$ cat config.mk
export PLATFORM = sky130hd
export DESIGN_NAME = detect_event_counter
export DESIGN_NICKNAME = d
export VERILOG_FILES = /design/src/rtl/detect_event_counter.sv
export SDC_FILE = /design/constraint.sdc
export NUM_CORES = 1
export LEC_CHECK = 0
export CAP_MARGIN = 5
export CORE_MARGIN = 2
export CORE_UTILIZATION = 50
export CTS_CLUSTER_SIZE = 8
export DETAILED_ROUTE_END_ITERATION = 10
export PLACE_DENSITY = 0.9
export SLEW_MARGIN = 0
export SYNTH_ARGS = -nofsm -noshare
export SYNTH_HDL_FRONTEND = slang
export SYNTH_SLANG_ARGS = --single-unit
$ cat constraint.sdc
create_clock -name clk -period 2.5 [get_ports clk]
set_input_delay 0.25 -clock clk [delete_from_list [all_inputs] [get_ports clk]]
set_output_delay 0.25 -clock clk [all_outputs]
set_load 0.01 [all_outputs]
$ cat src/rtl/detect_event_counter.sv
// Event counter and valid/ready snapshot port for the serial pattern detector's 2-bit code.
// Build option: DETECT_CNT_SATURATE_EN makes the counters saturate instead of wrapping.
module detect_event_counter #(
    parameter int unsigned CNT_W       = 8,
    parameter int unsigned A_THRESH    = 4,
    parameter int unsigned CLR_ON_SNAP = 1
) (
    input  logic             clk,
    input  logic             rst,
    input  logic             en,
    input  logic [1:0]       y,
    input  logic             clr,
    input  logic             snap_req,
    input  logic             snap_ready,
    output logic             snap_valid,
    output logic [CNT_W-1:0] snap_a,
    output logic [CNT_W-1:0] snap_b,
    output logic [CNT_W-1:0] cnt_a,
    output logic [CNT_W-1:0] cnt_b,
    output logic             ovf,
    output logic             alarm,
    output logic             illegal
);

    localparam logic [0:0] IDLE = 1'b0;
    localparam logic [0:0] HOLD = 1'b1;
    localparam logic [CNT_W-1:0] CNT_MAX = '1;
    localparam logic [CNT_W-1:0] THRESH  = CNT_W'(A_THRESH);

    logic [0:0]       state, state_next;
    logic             capture, restart;
    logic             inc_a, inc_b, bad_code;
    logic [CNT_W-1:0] cnt_a_next, cnt_b_next;
    logic             ovf_next, alarm_next, illegal_next;

    function automatic logic [CNT_W-1:0] bump(input logic [CNT_W-1:0] v);
`ifdef DETECT_CNT_SATURATE_EN
        return (v == CNT_MAX) ? v : v + 1'b1;
`else
        return v + 1'b1;
`endif
    endfunction

    // Snapshot FSM next state; capture happens on the IDLE->HOLD edge
    always_comb begin
        state_next = state;
        capture    = 1'b0;
        case (state)
            IDLE: begin
                if (snap_req) begin
                    capture    = 1'b1;
                    state_next = HOLD;
                end
            end
            HOLD: begin
                if (snap_ready) state_next = IDLE;
            end
            default: state_next = IDLE;
        endcase
    end

    // Live counters and sticky flags; clr beats restart beats increment
    always_comb begin
        inc_a        = en && (y == 2'b01);
        inc_b        = en && (y == 2'b11);
        bad_code     = en && (y == 2'b10);
        restart      = capture && (CLR_ON_SNAP != 0);
        cnt_a_next   = cnt_a;
        cnt_b_next   = cnt_b;
        ovf_next     = ovf;
        illegal_next = illegal || bad_code;
        if (clr) begin
            cnt_a_next   = '0;
            cnt_b_next   = '0;
            ovf_next     = 1'b0;
            illegal_next = 1'b0;
        end else if (restart) begin
            cnt_a_next = CNT_W'(inc_a);
            cnt_b_next = CNT_W'(inc_b);
        end else begin
            if (inc_a) cnt_a_next = bump(cnt_a);
            if (inc_b) cnt_b_next = bump(cnt_b);
            if ((inc_a && cnt_a == CNT_MAX) || (inc_b && cnt_b == CNT_MAX)) ovf_next = 1'b1;
        end
        alarm_next = clr ? 1'b0 : (alarm || (cnt_a_next >= THRESH));
    end

    always_ff @(posedge clk) begin
        if (!rst) begin
            state      <= IDLE;
            snap_valid <= 1'b0;
            snap_a     <= '0;
            snap_b     <= '0;
            cnt_a      <= '0;
            cnt_b      <= '0;
            ovf        <= 1'b0;
            alarm      <= 1'b0;
            illegal    <= 1'b0;
        end else begin
            state      <= state_next;
            snap_valid <= (state_next == HOLD);
            if (capture) begin
                snap_a <= cnt_a;
                snap_b <= cnt_b;
            end
            cnt_a      <= cnt_a_next;
            cnt_b      <= cnt_b_next;
            ovf        <= ovf_next;
            alarm      <= alarm_next;
            illegal    <= illegal_next;
        end
    end

endmodule

Word level (Yosys, flattened, before mapping) --
Index checks and enable logic that the tools add are counted.
Cells by class: add/sub/neg operators 2, $mul 0, div/mod/pow operators 0, magnitude comparators 1, equal/unequal tests 5, shift-type cells 0, muxes and demuxes 9, bitwise logic cells 3, reduce and logical (&&, ||, !) cells 12
Operators by type and width (number):
- $mux 8 | 3
- $add 8x1->8 const B | 2
- $eq 8x8->1 const B | 2
- $ge 8x3->1 const B | 1
- $logic_and 1x1->1 | 5
- $mux 1 | 5
- $eq 2x2->1 const B | 2
- $logic_or 1x1->1 | 3
- $not 1->1 | 3
- $reduce_or 3->1 | 1
- $eq 2x1->1 const B | 1
- $pmux 1 s2 | 1
- $reduce_and 2->1 | 1
- $reduce_bool 2->1 | 1
- $reduce_or 2->1 | 1
Word-level totals: flip-flop bits (word level) 36, bits in latches 0, memory bits (writable) 0, ROM bits 0, input bits 8, output and inout bits 36, word-level logic and storage cells 41, memories kept 0

Longest topological paths before layout --
Gate-level depths: netlist of run 1.
word-level depth 7, gate-level depth with buffers 6, mapped depth without buffers 5

Worst setup path after synthesis of run 1 --
OpenSTA, ideal clock, no wires.
kind register to register, start register cnt_a[0], end register alarm, library setup time 0.127 ns, data arrival time 1.502 ns, data required time 2.373 ns, slack 0.870 ns, cell stages (with the launch flop) 7, buffers on the path 1, clock period less this slack 1.630 ns, cell sequence dfxtp_1 -> ha_1 -> and4b_1 -> buf_6 -> or4_1 -> a21oi_1 -> a31oi_1
Between the ends: cells in the longest elaborated chain, start to end 6
RTL lines:
- start, declared | RTL line 18 | output logic [CNT_W-1:0] cnt_a,
- start signal, assigned | RTL line 106 | cnt_a <= cnt_a_next;
- $add 8x1->8 | RTL line 40 | return v + 1'b1;
- $mux 8 * | RTL line 81 | if (inc_a) cnt_a_next = bump(cnt_a);
- $mux 8 * | RTL line 77 | end else if (restart) begin
- $mux 8 * | RTL line 72 | if (clr) begin
- $ge 8x3->1 * | RTL line 85 | alarm_next = clr ? 1'b0 : (alarm || (cnt_a_next >= THRESH));
- $logic_or 1x1->1 * | RTL line 85
- end signal, assigned | RTL line 109 | alarm <= alarm_next;
- end, declared | RTL line 21 | output logic alarm,
Every way passes the cells marked *; elsewhere a longest branch is shown, timed or not. A chain may end at the register's enable or synchronous reset.

Worst setup path in the final report of run 1 --
start register cnt_a[0], end output port cnt_a[0]
No word-level cell between the ends.

==> results of run 1 <==
-- stage by stage --
stage,setup slack [ps],cell area [um^2],total power (uW)
5_1_grt,708,2050,968
4_1_cts,785,2050,935
3_3_place_gp,695,2000,656
3_5_place_dp,638,2000,656
2_1_floorplan,870,1560,624
6_report,800,2050,929
-- routing by layer --
metal / share of wire / track usage / up-vias
li1: - / - / 697
met1: 0.47 / 0.286 / 643
met2: 0.46 / 0.334 / 40
met3: 0.047 / 0.0519 / 6
met4: 0.018 / 0.0857 / 0
met5: 0 / 0 / -
-- logic make-up after synthesis --
kind of cell	synth area share
AOI/OAI and AO/OA	0.141
DFF	0.463
xor gates and xnor gates	0.0732
adders and majority gates	0.0161
buffers and inverters	0.0370
and+or+nand+nor	0.257
muxes	0.0129
-- report_power, final --
part | internal, uW | switching (uW) | total (uW)
Clock | 104 | 183 | 286
Combinational | 28.7 | 35.3 | 64.0
Sequential | 576 | 3.10 | 579
Total | 708 | 221 | 929
-- flip-flops by register name (all words and copies together) (netlist names) --
name / count
cnt_a: 8
cnt_b: 8
snap_a: 8
snap_b: 8
alarm: 1
illegal: 1
ovf: 1
state: 1
-- synthesized netlist by cell type, types with 3 or more instances --
cell,instances
nand3_1,9
clkbuf_1,4
inv_1,3
a21boi_0,16
nand2_1,39
buf_2,3
and3_1,3
nor2_1,15
xnor2_1,9
dfxtp_1,36
a21oi_1,4
o21ai_0,3
xor2_1,4
-- worst min path at each step --
stage	startpoint	end	slack, ps	depth (start not counted)
4_1_cts	snap_b[7]	snap_b[7]	470	2
5_1_grt	snap_a[5]	snap_a[5]	490	2
3_3_place_gp	snap_b[7]	snap_b[7]	450	2
3_5_place_dp	snap_b[7]	snap_b[7]	460	2
6_report	snap_b[7]	snap_b[7]	470	2
2_1_floorplan	rst	snap_a[0]	400	1
-- final cells by class --
cell class	instances	area [um^2]	area share
Inverter	3	11.3	0.00549
Timing Repair Buffer	46	453	0.221
Clock buffer	6	41.3	0.0201
Clock inverter	1	5.00	0.00244
Sequential cell	36	721	0.352
Multi-Input combinational cell	131	777	0.379
Tap cell	33	41.3	0.0201
==> impl_metrics.py, run 1 <==
metrics = {
    "detailed_routing": {
        "vias_per_cell": 5.41,
        "drtIter0Drc": 60,
        "wl_um": 3330,
        "dr.pass1.iters": 4,
        "drc": 0,
        "wl_per_cell_um": 13.0,
        "vias": 1386,
        "final_antenna_net_count": 0,
    },
    "worst_setup_path": {
        "worstPathCellList": "clkdlybuf4s50_1",
        "worst_r2r_startpoint": "cnt_a[0]",
        "r2r_cells": 5,
        "cp_slowest_cell": "clkdlybuf4s50_1",
        "worstSetupPathType": "flop to primary output",
        "start_kind": "flop",
        "crit_path_end": "cnt_a[0]",
        "arrival_ps": 1450,
        "cp-startpoint": "cnt_a[0]",
        "crit_required_ps": 2250,
        "crit_buf_inv": 1,
        "r2r_setup_slack_ps": 820,
        "critical_path.max_fanout": 8,
        "path_delay_family": "buffers and inverters",
        "reg2reg_to": "alarm",
        "worstSetupEndpointType": "primary output",
        "max_stage_delay_ps": 600,
        "crit_cells": 1,
    },
    "synthesis": {
        "ys_dominant_reg_cell": "dfxtp_1",
        "syn_nets": 189,
        "ys_seq_area_frac": 0.463,
        "synthTopCellsByArea": "dfxtp_1 (46%), nand2_1 (9.4%), a21boi_0 (7.7%)",
        "ys_async_sr_fraction": 0,
        "synth-seq-cells": 36,
        "synth_edf_count": 0,
        "yosysTopAreaCell": "dfxtp_1",
        "ys_warn_count": 0,
        "yosysUniqueCellTypes": 36,
        "synth_top_area_frac": 0.463,
        "avgSynthCellArea_um2": 8.69,
        "netlist_area_um2": 1560,
        "syn_inst": 179,
    },
    "final_layout": {
        "final_nets": 233,
        "drive_gt1_frac": 0.0493,
        "layout_commonest_cell": "clkdlybuf4s50_1",
        "layout_common_cells": "clkdlybuf4s50_1 (43), nand2_1 (39), dfxtp_1 (36), a21boi_0 (16), nor2_1 (15)",
        "n_antenna_cell": 0,
        "stdcell_count": 256,
        "fillers": 256,
        "syn_to_final_growth_pct": 31.8,
        "final_util": 0.683,
    },
    "cts": {
        "cts_root_buffer": "clkbuf_4",
        "cts_tree": "yes",
        "cts_hold_buf": 0,
        "cts_resized": 0,
        "clk_pin_slew_ps": 100,
        "cts.sinks": 36,
        "cts_max_level": 2,
        "clockBufferDepth": 2,
        "insertion_delay_ps": 330,
        "cts_setup_buffers": 0,
        "cts_buffers": 5,
    },
    "sta": {
        "fin_hold_ws_ps": 466,
        "fin_skew_ps": 6.29,
        "post-route-min-period_ps": 1700,
        "finalSetupTns_ps": 0,
        "rsz0062_at_grt": "no",
        "finalCritPeriodShare": 0.680,
        "setup_viol": 0,
        "tightest_slew_ps": 471,
        "slew_headroom": 0.685,
        "slew_viol_final": 0,
        "fmax_ghz": 0.588,
        "hold_viol": 0,
    },
    "global_route": {
        "grt_pass1_vias": 1243,
        "grt_pass1_wl_um": 5730,
        "grtUsageTotal": 0.215,
        "grt_max_degree": 19,
        "grt_overflow": 0,
        "antenna_found_initial": 0,
    },
    "flow_run": {
        "maxCapViolCount": 0,
    },
    "placed_design": {
        "dp_cells": 249,
        "portBuffers": 43,
        "dp_hpwl_um": 2360,
        "gp_congestion": 0.759,
    },
    "outcome": {
        "status": "completed",
    },
    "power": {
        "power.density_nw_per_um2": 453,
        "ir_drop_uv": 277,
        "p_leak_uw": 0.000705,
    },
    "floorplanning": {
        "fp.dieW_um": 59.8,
        "pin_count": 44,
        "die_h_um": 59.8,
        "core_um2": 3000,
        "design.die.area_um2": 3570,
        "start_util": 0.518,
        "core.rowCount": 20,
    },
    "min_path": {
        "hp-class": "flop to flop",
    },
}
Power figures use the tool's default switching activity.
==> inputs of run 2 (changes only) <==
Settings changed: CORE_UTILIZATION 50 to 42, PLACE_DENSITY 0.9 to 0.82.
Clock period 2.5 ns to 1.55 ns, I/O delays scaled along.
==> run 2 against run 1 <==
Against the previous run:
- sequential cell count unchanged
- global-route usage decreased by 3.7 points
- clock skew down 1.5 ps
- die area up 18%
- clock-buffer cell count increased by 1
- routed wire length rose by 3.5%
- final cell count increased by 10%
- clock power increased by 140%
- total power rose by 86%
- critical path type unchanged
- largest power group unchanged
==> impl_metrics.py, run 2 (same netlist as run 1, synthesis figures left out) <==
metrics = {
    "sta": {
        "finalCritPeriodShare": 0.959,
        "hold_viol": 0,
        "post-route-min-period_ps": 1490,
        "tightest_slew_ps": 494,
        "setup_viol": 0,
        "slew_viol_final": 0,
        "fmax_ghz": 0.673,
        "slew_headroom": 0.670,
        "fin_skew_ps": 4.79,
        "rsz0062_at_grt": "no",
    },
    "placed_design": {
        "portBuffers": 43,
        "dpl_cell_area_um2": 2100,
        "dp_cells": 274,
        "gp_congestion": 0.846,
        "dp_hpwl_um": 2540,
    },
    "cts": {
        "cts_tree": "yes",
        "insertion_delay_ps": 290,
        "clk_pin_slew_ps": 70,
        "clockBufferDepth": 2,
        "cts_setup_buffers": 0,
        "cts_max_level": 2,
        "cts_root_buffer": "clkbuf_8",
        "cts_buffers": 5,
        "cts.sinks": 36,
    },
    "final_layout": {
        "fin_area_um2": 2200,
        "layout_commonest_cell": "clkdlybuf4s50_1",
        "seqCellArea_um2": 729,
        "final_nets": 243,
        "layout_common_cells": "clkdlybuf4s50_1 (43), nand2_1 (39), dfxtp_1 (31), a21boi_0 (16), nor2_1 (15)",
        "stdcell_count": 282,
        "final_util": 0.610,
        "fillers": 330,
        "multi_input_area_um2": 777,
        "syn_to_final_growth_pct": 41.4,
        "drive_gt1_frac": 0.115,
        "n_antenna_cell": 0,
    },
    "worst_setup_path": {
        "worstSetupPathType": "flop to primary output",
        "critical_path.max_fanout": 8,
        "path_delay_family": "buffers and inverters",
        "max_stage_delay_ps": 590,
        "worstPathCellList": "clkdlybuf4s50_1",
        "crit_buf_inv": 1,
        "r2r_cells": 5,
        "crit_required_ps": 1390,
        "worstSetupEndpointType": "primary output",
        "start_kind": "flop",
        "cp_slowest_cell": "clkdlybuf4s50_1",
        "arrival_ps": 1330,
        "crit_cells": 1,
    },
    "outcome": {
        "status": "completed",
    },
    "detailed_routing": {
        "wl_um": 3440,
        "drc": 0,
        "dr.pass1.iters": 4,
        "vias_per_cell": 5.05,
        "drtIter0Drc": 55,
        "final_antenna_net_count": 0,
        "vias": 1424,
        "wl_per_cell_um": 12.2,
    },
    "floorplanning": {
        "core.rowCount": 22,
        "design.die.area_um2": 4210,
        "pin_count": 44,
        "die_h_um": 64.9,
        "fp.dieW_um": 64.9,
        "core_um2": 3610,
        "start_util": 0.431,
    },
    "global_route": {
        "grt_overflow": 0,
        "grtUsageMet3": 0.0434,
        "grt_max_degree": 19,
        "grt_use_met2": 0.287,
        "grt_pass1_vias": 1328,
        "antenna_found_initial": 0,
        "met1_usage": 0.220,
        "grtUsageTotal": 0.178,
        "grt-busiest-layer": "met2",
        "grt_pass1_wl_um": 5780,
    },
    "flow_run": {
        "maxCapViolCount": 0,
    },
    "min_path": {
        "hp-class": "flop to flop",
        "holdPathStages": 2,
    },
    "power": {
        "ir_drop_uv": 490,
        "p_leak_uw": 0.000775,
        "power.density_nw_per_um2": 788,
    },
}
run 2: cell count changes in the layout (fill, tap and decap cells not counted), moves of 4 or more:
cell      before  now
dfxtp_1       36   31
clkbuf_8       0    6
dfxtp_2        0    4
clkbuf_4       5    0
buf_4          3   13
run 2: area by class of cell:
class,count,area share
Multi-Input combinational cell,131,0.353
Sequential cell,36,0.332
Timing Repair Buffer,56,0.240
Clock buffer,7,0.0392
Tap cell,48,0.0273
Inverter,3,0.00512
Clock inverter,1,0.00341
run 2: path summary, 6_finish.rpt:
| check | slack (ps) | endpoint | startpoint |
|---|---|---|---|
| max | 60 | cnt_a[4] | cnt_a[4] |
| min | 460 | snap_a[6] | snap_a[6] |
| max reg2reg | 90 | alarm | cnt_a[0] |
| min reg2reg | 460 | snap_a[6] | snap_a[6] |
run 2: per-layer routing:
| layer | wire length [um] | share of wire | vias up |
|---|---|---|---|
| met5 | 0 | 0 | - |
| met4 | 74 | 0.021 | 0 |
| met3 | 186 | 0.054 | 9 |
| met2 | 1610 | 0.47 | 44 |
| met1 | 1570 | 0.46 | 661 |
| li1 | - | - | 710 |
run 2: repair_timing:
item / CTS / global route
hold buffers: 0 / 0
setup endpoints to repair: 0 / 3
gates resized for setup: 0 / 3
run 2: power breakdown:
group,leakage [uW],internal (uW),switching (uW)
clock network,0.0000445,361,325
logic,0.000437,55.0,59.6
registers,0.000293,927,3.94
total,0.000775,1340,389
run 2: stage by stage:
step                      setup TNS, ps  hold slack [ps]  power (uW)  setup slack (ps)
after floorplan                       0              309        1010              7.96
after global placement             -219              449        1070              -114
after detailed placement           -574              453        1070              -155
after CTS                             0              468        1750              24.6
after global routing                  0              492        1800              6.89
final                                 0              463        1730              63.8
